File: config.mk
export PLATFORM = sky130hd
export DESIGN_NAME = apb_i2cs_ram_sdp
export DESIGN_NICKNAME = d
export VERILOG_FILES = /design/src/rtl/apb_i2cs_ram_pkg.sv /design/src/rtl/apb_i2cs_ram_array.sv /design/src/rtl/apb_i2cs_ram_sdp.sv
export SDC_FILE = /design/constraint.sdc
export NUM_CORES = 2
export LEC_CHECK = 0
export CORE_MARGIN = 5
export CORE_UTILIZATION = 45
export CTS_CLUSTER_SIZE = 40
export DETAILED_ROUTE_END_ITERATION = 16
export DONT_BUFFER_PORTS = 1
export MAX_ROUTING_LAYER = met4
export PLACE_DENSITY = 0.62
export SKIP_LAST_GASP = 1
export SYNTH_ARGS = -nofsm -noshare
export SYNTH_HDL_FRONTEND = slang
export SYNTH_HIERARCHICAL = 1
export SYNTH_SLANG_ARGS = --single-unit
File: constraint.sdc
create_clock -name clk_i -period 24.9 [get_ports clk_i]
set_input_delay 3.735 -clock clk_i [delete_from_list [all_inputs] [get_ports clk_i]]
set_output_delay 3.735 -clock clk_i [all_outputs]
set_load 0.05 [all_outputs]
File: src/rtl/apb_i2cs_ram_pkg.sv
// Shared types for the parametrised mailbox RAM: clear engine states and
// read-during-write policy encodings.
package apb_i2cs_ram_pkg;

    typedef enum logic {
        ST_IDLE  = 1'b0,
        ST_CLEAR = 1'b1
    } clr_state_e;

    localparam bit RDW_NEW_DATA = 1'b1;
    localparam bit RDW_OLD_DATA = 1'b0;

endpackage

File: src/rtl/apb_i2cs_ram_array.sv
// Raw simple-dual-port storage: masked synchronous write, read-first synchronous
// read port, no reset. Kept minimal so a technology macro can drop in.
module apb_i2cs_ram_array #(
    parameter int unsigned DATA_WIDTH = 8,
    parameter int unsigned ADDR_WIDTH = 8,
    parameter int unsigned DEPTH      = 2 ** ADDR_WIDTH
) (
    input  logic                  clk,
    input  logic                  wr_en,
    input  logic [ADDR_WIDTH-1:0] wr_addr,
    input  logic [DATA_WIDTH-1:0] wr_data,
    input  logic [DATA_WIDTH-1:0] wr_mask,
    input  logic                  rd_en,
    input  logic [ADDR_WIDTH-1:0] rd_addr,
    output logic [DATA_WIDTH-1:0] rd_data
);

    logic [DATA_WIDTH-1:0] mem [DEPTH];

    // A read colliding with a write returns the pre-write word; the top
    // level applies the bypass merge when new data is wanted.
    always_ff @(posedge clk) begin
        if (wr_en) begin
            mem[wr_addr] <= (mem[wr_addr] & ~wr_mask) | (wr_data & wr_mask);
        end
        if (rd_en) begin
            rd_data <= mem[rd_addr];
        end
    end

endmodule

File: src/rtl/apb_i2cs_ram_sdp.sv
// Parametrised simple-dual-port RAM with hardware clear engine, per-bit write
// mask, range checking, read-during-write bypass and optional output register.
module apb_i2cs_ram_sdp
    import apb_i2cs_ram_pkg::*;
#(
    parameter int unsigned           DATA_WIDTH     = 8,
    parameter int unsigned           ADDR_WIDTH     = 8,
    parameter int unsigned           DEPTH          = 2 ** ADDR_WIDTH,
    parameter bit                    OUT_REG        = 1'b0,
    parameter bit                    BYPASS         = RDW_NEW_DATA,
    parameter bit                    CLEAR_ON_RESET = 1'b1,
    parameter logic [DATA_WIDTH-1:0] CLEAR_VALUE    = '0
) (
    input  logic                  clk_i,
    input  logic                  rst_ni,
    input  logic                  wr_en_i,
    input  logic [ADDR_WIDTH-1:0] wr_addr_i,
    input  logic [DATA_WIDTH-1:0] wr_data_i,
    input  logic [DATA_WIDTH-1:0] wr_mask_i,
    input  logic                  rd_en_i,
    input  logic [ADDR_WIDTH-1:0] rd_addr_i,
    output logic [DATA_WIDTH-1:0] rd_data_o,
    output logic                  rd_valid_o,
    input  logic                  clear_i,
    output logic                  busy_o
);

    localparam logic [ADDR_WIDTH-1:0] LAST_ADDR   = ADDR_WIDTH'(DEPTH - 1);
    localparam clr_state_e            RESET_STATE = CLEAR_ON_RESET ? ST_CLEAR : ST_IDLE;

    clr_state_e            state_q, state_d;
    logic [ADDR_WIDTH-1:0] cnt_q, cnt_d;
    logic                  clearing_c;

    // Clear engine state and address counter.
    always_ff @(posedge clk_i or negedge rst_ni) begin
        if (!rst_ni) begin
            state_q <= RESET_STATE;
            cnt_q   <= '0;
        end else begin
            state_q <= state_d;
            cnt_q   <= cnt_d;
        end
    end

    always_comb begin
        state_d    = state_q;
        cnt_d      = cnt_q;
        clearing_c = 1'b0;
        unique case (state_q)
            ST_IDLE: begin
                if (clear_i) begin
                    state_d = ST_CLEAR;
                end
            end
            ST_CLEAR: begin
                clearing_c = 1'b1;
                if (cnt_q == LAST_ADDR) begin
                    state_d = ST_IDLE;
                    cnt_d   = '0;
                end else begin
                    cnt_d = cnt_q + ADDR_WIDTH'(1);
                end
            end
        endcase
    end

    assign busy_o = (state_q == ST_CLEAR);

    // User access qualification: nothing gets through while clearing.
    logic wr_in_range_c, rd_in_range_c, wr_acc_c, rd_acc_c;

    assign wr_in_range_c = (32'(wr_addr_i) < DEPTH);
    assign rd_in_range_c = (32'(rd_addr_i) < DEPTH);
    assign wr_acc_c      = wr_en_i && !busy_o && wr_in_range_c;
    assign rd_acc_c      = rd_en_i && !busy_o;

    logic                  arr_we_c, arr_re_c;
    logic [ADDR_WIDTH-1:0] arr_waddr_c;
    logic [DATA_WIDTH-1:0] arr_wdata_c, arr_wmask_c, arr_rdata;

    assign arr_we_c    = clearing_c || wr_acc_c;
    assign arr_waddr_c = clearing_c ? cnt_q : wr_addr_i;
    assign arr_wdata_c = clearing_c ? CLEAR_VALUE : wr_data_i;
    assign arr_wmask_c = clearing_c ? {DATA_WIDTH{1'b1}} : wr_mask_i;
    assign arr_re_c    = rd_acc_c && rd_in_range_c;

    apb_i2cs_ram_array #(
        .DATA_WIDTH (DATA_WIDTH),
        .ADDR_WIDTH (ADDR_WIDTH),
        .DEPTH      (DEPTH)
    ) u_array (
        .clk     (clk_i),
        .wr_en   (arr_we_c),
        .wr_addr (arr_waddr_c),
        .wr_data (arr_wdata_c),
        .wr_mask (arr_wmask_c),
        .rd_en   (arr_re_c),
        .rd_addr (rd_addr_i),
        .rd_data (arr_rdata)
    );

    // First read stage: valid, in-range flag and colliding write captured
    // alongside the array read so the merge can be formed afterwards.
    logic                  v0_q, have_q, byp_q;
    logic [DATA_WIDTH-1:0] byp_data_q, byp_mask_q;

    always_ff @(posedge clk_i or negedge rst_ni) begin
        if (!rst_ni) begin
            v0_q       <= 1'b0;
            have_q     <= 1'b0;
            byp_q      <= 1'b0;
            byp_data_q <= '0;
            byp_mask_q <= '0;
        end else begin
            v0_q <= rd_acc_c;
            if (rd_acc_c) begin
                have_q     <= rd_in_range_c;
                byp_q      <= (BYPASS == RDW_NEW_DATA) && wr_acc_c && (wr_addr_i == rd_addr_i);
                byp_data_q <= wr_data_i;
                byp_mask_q <= wr_mask_i;
            end
        end
    end

    // Array output is undefined until the first in-range read, so it is
    // masked to zero until then and for out-of-range reads.
    logic [DATA_WIDTH-1:0] d0_c;

    always_comb begin
        d0_c = '0;
        if (have_q) begin
            d0_c = byp_q ? ((arr_rdata & ~byp_mask_q) | (byp_data_q & byp_mask_q))
                         : arr_rdata;
        end
    end

    if (OUT_REG) begin : g_out_reg
        logic [DATA_WIDTH-1:0] data_q;
        logic                  valid_q;

        always_ff @(posedge clk_i or negedge rst_ni) begin
            if (!rst_ni) begin
                data_q  <= '0;
                valid_q <= 1'b0;
            end else begin
                valid_q <= v0_q;
                if (v0_q) begin
                    data_q <= d0_c;
                end
            end
        end

        assign rd_data_o  = data_q;
        assign rd_valid_o = valid_q;
    end else begin : g_no_out_reg
        assign rd_data_o  = d0_c;
        assign rd_valid_o = v0_q;
    end

endmodule

==> flow_summary.html <==
<table>
<tr><th>Metric</th><th>Value</th></tr>
<tr><th colspan="2">Status</th></tr>
<tr><td>Run status</td><td>complete, but fails checks</td></tr>
<tr><td>Violations in the final reports</td><td>max-slew violations</td></tr>
<tr><th colspan="2">Finish</th></tr>
<tr><td>Most common cell after layout, fill and taps aside</td><td>sky130_fd_sc_hd__edfxtp_1</td></tr>
<tr><td>Non-filler instance count after layout</td><td>7779</td></tr>
<tr><td>Share of cells above drive strength 1</td><td>37.3%</td></tr>
<tr><td>Highest-count cells in the layout ignoring fill and taps</td><td>sky130_fd_sc_hd__edfxtp_1, sky130_fd_sc_hd__mux4_2, sky130_fd_sc_hd__nor2_1</td></tr>
<tr><td>Fill cell instance count of the final layout</td><td>17000</td></tr>
<tr><td>Final net count</td><td>4775</td></tr>
<tr><td>Synth-to-layout area growth</td><td>11.2%</td></tr>
<tr><td>Register area</td><td>62400 sq um</td></tr>
<tr><td>Multi-input gate area</td><td>33400 sq um</td></tr>
<tr><th colspan="2">Synth</th></tr>
<tr><td>Synthesis-stage register bit count</td><td>2084</td></tr>
<tr><td>Dominant synthesized flop cell</td><td>sky130_fd_sc_hd__edfxtp_1</td></tr>
<tr><td>Cells after synthesis</td><td>4672</td></tr>
<tr><td>Count of synthesis-stage warnings from yosys</td><td>6</td></tr>
<tr><td>Number of flops mapped to enable cells by yosys</td><td>just over 2000</td></tr>
<tr><td>Syn Std Cell Area</td><td>97400 sq um</td></tr>
<tr><td>Share of the yosys chip area belonging to registers</td><td>64.1%</td></tr>
<tr><td>Proportion of register bits with asynchronous set or reset after synthesis</td><td>1.34%</td></tr>
<tr><td>Synthesized netlist net count</td><td>4710</td></tr>
<tr><td>Cell variety after synth</td><td>68</td></tr>
<tr><td>Synthesized area per cell</td><td>20.9 sq um</td></tr>
<tr><th colspan="2">Clock tree</th></tr>
<tr><td>Max Root-Sink Buffers</td><td>3</td></tr>
<tr><td>Clock tree from TritonCTS</td><td>built</td></tr>
<tr><td>Clock root buffer</td><td>sky130_fd_sc_hd__clkbuf_16</td></tr>
<tr><td>Setup repair bufs after CTS</td><td>0</td></tr>
<tr><td>Number of gates given a new drive strength after cts</td><td>0</td></tr>
<tr><td>CTS sink cnt</td><td>2084</td></tr>
<tr><td>Register clock-pin slew on the reported worst setup and hold paths</td><td>0.06 ns</td></tr>
<tr><td>CTS hold repair buffers</td><td>0</td></tr>
<tr><td>Level count of the clock H-tree</td><td>4</td></tr>
<tr><td>Number of clock buffers inserted by TritonCTS</td><td>around 220</td></tr>
<tr><td>Skew-Pair Late Insertion Delay</td><td>0.87 ns</td></tr>
<tr><th colspan="2">Timing</th></tr>
<tr><td>Min Tclk post-route</td><td>10.26 ns</td></tr>
<tr><td>Final TNS setup</td><td>0 ns</td></tr>
<tr><td>Headroom to the max-slew limit</td><td>-16.7%</td></tr>
<tr><td>Endpoints failing hold</td><td>0</td></tr>
<tr><td>Final critical-path share of the clock period</td><td>41.2%</td></tr>
<tr><td>Setup-failing EPs final</td><td>0</td></tr>
<tr><td>Post-Route Skew</td><td>0.0620 ns</td></tr>
<tr><td>RSZ-0062 raised after global routing</td><td>no</td></tr>
<tr><td>Number of max-slew violations in the final report</td><td>213</td></tr>
<tr><td>Transition time of the tightest slew-check pin</td><td>1.75 ns</td></tr>
<tr><td>Max frequency</td><td>97.4 MHz</td></tr>
<tr><th colspan="2">Floorplan</th></tr>
<tr><td>Initial Utilization</td><td>45.3%</td></tr>
<tr><td>Top-Level Pins</td><td>47</td></tr>
<tr><td>Total number of placement rows</td><td>170</td></tr>
<tr><td>Width of the die</td><td>475 um</td></tr>
<tr><td>Total die area</td><td>about 230000 sq um</td></tr>
<tr><td>Core outline area</td><td>215000 sq um</td></tr>
<tr><td>Die height</td><td>roughly 480 um</td></tr>
<tr><th colspan="2">GRT</th></tr>
<tr><td>Total global routing overflow</td><td>0</td></tr>
<tr><td>Via count of the first global-routing pass</td><td>roughly 54000</td></tr>
<tr><td>Gr usage total</td><td>28.9%</td></tr>
<tr><td>Antenna violations before repair</td><td>25</td></tr>
<tr><td>Wire length of the first global-routing pass</td><td>438 mm</td></tr>
<tr><td>Pin count of the biggest net entering global routing</td><td>roughly 510</td></tr>
<tr><th colspan="2">Critical path</th></tr>
<tr><td>Worst Path Class, Setup</td><td>input port to register</td></tr>
<tr><td>Reg2Reg Setup Slack</td><td>around 16 ns</td></tr>
<tr><td>Data required time at the worst endpoint</td><td>25.41 ns</td></tr>
<tr><td>Capturing element type of the critical path</td><td>register</td></tr>
<tr><td>Arr. time, crit path</td><td>between 10 and 15 ns</td></tr>
<tr><td>Highest net fanout along the worst path</td><td>105</td></tr>
<tr><td>Type of element launching the critical path</td><td>input port</td></tr>
<tr><th colspan="2">Pwr</th></tr>
<tr><td>Total power divided by cell area</td><td>90.2 nW/um^2</td></tr>
<tr><td>Standby leakage power</td><td>34.0 nW</td></tr>
<tr><td>Worst vdd ir</td><td>77.6 uV</td></tr>
<tr><td>Total power</td><td>9.77 mW</td></tr>
<tr><th colspan="2">Drt</th></tr>
<tr><td>Antenna-violating nets left</td><td>0</td></tr>
<tr><td>DRC violation count after routing</td><td>0</td></tr>
<tr><td>Total via count in the routed design</td><td>54400</td></tr>
<tr><td>WL per Instance</td><td>40.8 um</td></tr>
<tr><td>Vias per cell</td><td>6.99</td></tr>
<tr><td>Total wire length</td><td>318 mm</td></tr>
<tr><td>Number of DRC markers in iteration 0</td><td>7856</td></tr>
<tr><td>Drt first pass iters</td><td>7</td></tr>
<tr><th colspan="2">Worst hold path</th></tr>
<tr><td>Worst min path class</td><td>register to register</td></tr>
<tr><th colspan="2">Placement</th></tr>
<tr><td># port buffers</td><td>0</td></tr>
<tr><td>Dpl hpwl</td><td>196 mm</td></tr>
<tr><td>Routability congestion estimate from global placement</td><td>0.983</td></tr>
<tr><td>Cell count after placement</td><td>7354</td></tr>
<tr><th colspan="2">Job</th></tr>
<tr><td>Maxcap violations</td><td>0</td></tr>
</table>
==> cell families (layout without fill, tap and decap cells) <==
family / Yosys count / after routing / synth area share [%]
flops: 2084 / 2084 / 64.1
mux: 1358 / 1358 / 29.5
simple gates: 602 / 602 / 2.76
buf+inv: 394 / 639 / 1.93
compound gates: 220 / 220 / 1.64
xor+xnor: 13 / 13 / 0.117
fa+ha+maj: 1 / 1 / 0.0128
other cells: 0 / 24 / 0
==> final timing paths <==
path | startpoint | end | depth (start not counted)
worst max-delay path | wr_addr_i[0] | u_array/mem[3][4] | 13
worst max register to register | busy_o | u_array/mem[3][4] | 14
min in group asynchronous | rst_ni | byp_mask_q[0] | 0
max in group asynchronous | rst_ni | busy_o | 0
worst min-delay path | byp_data_q[5] | byp_data_q[5] | 2
worst min register to register | byp_data_q[5] | byp_data_q[5] | 2
==> critical path, cell delays in order <==
cell and delay [ns]:
sky130_fd_sc_hd__mux2_8 0.47, sky130_fd_sc_hd__buf_4 0.66, sky130_fd_sc_hd__buf_4 0.77, sky130_fd_sc_hd__buf_4 0.81, sky130_fd_sc_hd__mux4_2 0.37, sky130_fd_sc_hd__mux2i_1 0.07, sky130_fd_sc_hd__o32ai_1 0.30, sky130_fd_sc_hd__a2111oi_0 0.11
sky130_fd_sc_hd__buf_4 0.15, sky130_fd_sc_hd__a31oi_1 0.60, sky130_fd_sc_hd__or3_4 0.70, sky130_fd_sc_hd__buf_4 0.77, sky130_fd_sc_hd__buf_4 0.86
==> routing by layer <==
| layer | global-route usage [%] | up-vias | wire length, um |
|---|---|---|---|
| li1 | - | 20500 | - |
| met1 | 38.4 | 29600 | 118000 |
| met5 | - | - | 0 |
| met2 | 42.4 | 3481 | 145000 |
| met3 | 8.08 | 746 | 37600 |
| met4 | 12.4 | 0 | 16700 |
==> per-stage QoR <==
step / instance area (sq um) / util [%] / hold slack [ns] / setup WS, ns
3_3_place_gp: 101000 / 47.1 / 0.458 / 13.84
2_1_floorplan: 97400 / - / 0.445 / 2.13
3_5_place_dp: 101000 / 47.1 / 0.463 / 13.72
5_1_grt: 108000 / 50.4 / 0.509 / 14.19
6_report: 108000 / 50.4 / 0.486 / 14.64
4_1_cts: 108000 / 50.3 / 0.479 / 14.67
==> synth_stat cells (6+ instances only) <==
library cell / count / area [sq um]
sky130_fd_sc_hd__a211oi_1: 7 / 52.6
sky130_fd_sc_hd__a21boi_0: 8 / 60.1
sky130_fd_sc_hd__a21oi_1: 28 / 140
sky130_fd_sc_hd__a221oi_1: 12 / 105
sky130_fd_sc_hd__a22o_1: 8 / 70.1
sky130_fd_sc_hd__a22oi_1: 76 / 571
sky130_fd_sc_hd__a31oi_1: 6 / 37.5
sky130_fd_sc_hd__a32oi_1: 6 / 52.6
sky130_fd_sc_hd__and2_1: 6 / 37.5
sky130_fd_sc_hd__and3_1: 8 / 50.1
sky130_fd_sc_hd__buf_1: 52 / 195
sky130_fd_sc_hd__buf_2: 106 / 531
sky130_fd_sc_hd__buf_4: 24 / 180
sky130_fd_sc_hd__buf_6: 19 / 214
sky130_fd_sc_hd__clkbuf_1: 182 / 683
sky130_fd_sc_hd__dfrtp_1: 27 / 676
sky130_fd_sc_hd__edfxtp_1: 2056 / 61700
sky130_fd_sc_hd__mux2_2: 30 / 338
sky130_fd_sc_hd__mux2i_1: 123 / 1230
sky130_fd_sc_hd__mux4_2: 1205 / 27100
sky130_fd_sc_hd__nand2_1: 149 / 559
sky130_fd_sc_hd__nand2b_1: 17 / 106
sky130_fd_sc_hd__nand3_1: 36 / 180
sky130_fd_sc_hd__nand4_1: 7 / 43.8
sky130_fd_sc_hd__nor2_1: 251 / 942
sky130_fd_sc_hd__nor2b_1: 18 / 113
sky130_fd_sc_hd__nor3_1: 59 / 295
sky130_fd_sc_hd__nor3b_1: 10 / 75.1
sky130_fd_sc_hd__o21ai_0: 11 / 55.1
sky130_fd_sc_hd__o22ai_1: 23 / 144
sky130_fd_sc_hd__or2_2: 14 / 87.6
sky130_fd_sc_hd__or3_1: 6 / 37.5
sky130_fd_sc_hd__xnor2_1: 6 / 52.6
sky130_fd_sc_hd__xor2_1: 7 / 61.3
==> where the power goes <==
part | switching (mW) | total [mW] | internal, mW | leakage, nW
combinational | 1.67 | 2.63 | 0.963 | 11.2
clock | 1.39 | 3.25 | 1.86 | 3.43
sequential | 0.0293 | 3.90 | 3.87 | 19.4
total | 3.08 | 9.77 | 6.69 | 34.0
==> final cells by class <==
| class | instances | share of cell area (%) |
|---|---|---|
| Clock buffer | 259 | 5.19 |
| Sequential cell | 2084 | 57.6 |
| Clock inverter | 138 | 1.29 |
| Timing Repair Buffer | 234 | 1.72 |
| Inverter | 8 | 0.0369 |
| Multi-Input combinational cell | 2194 | 30.8 |
| Antenna cell | 24 | 0.0554 |
| Tap cell | 2838 | 3.28 |
==> flip-flops by register name, summed over array words and instances, names as in the netlist <==
register and cells:
u_array/mem 2048, rd_valid_o 1, have_q 1, cnt_q 8, busy_o 1, byp_mask_q 8
u_array/rd_data 8, byp_data_q 8, byp_q 1
No activity file was read; power rests on OpenSTA's default activity.
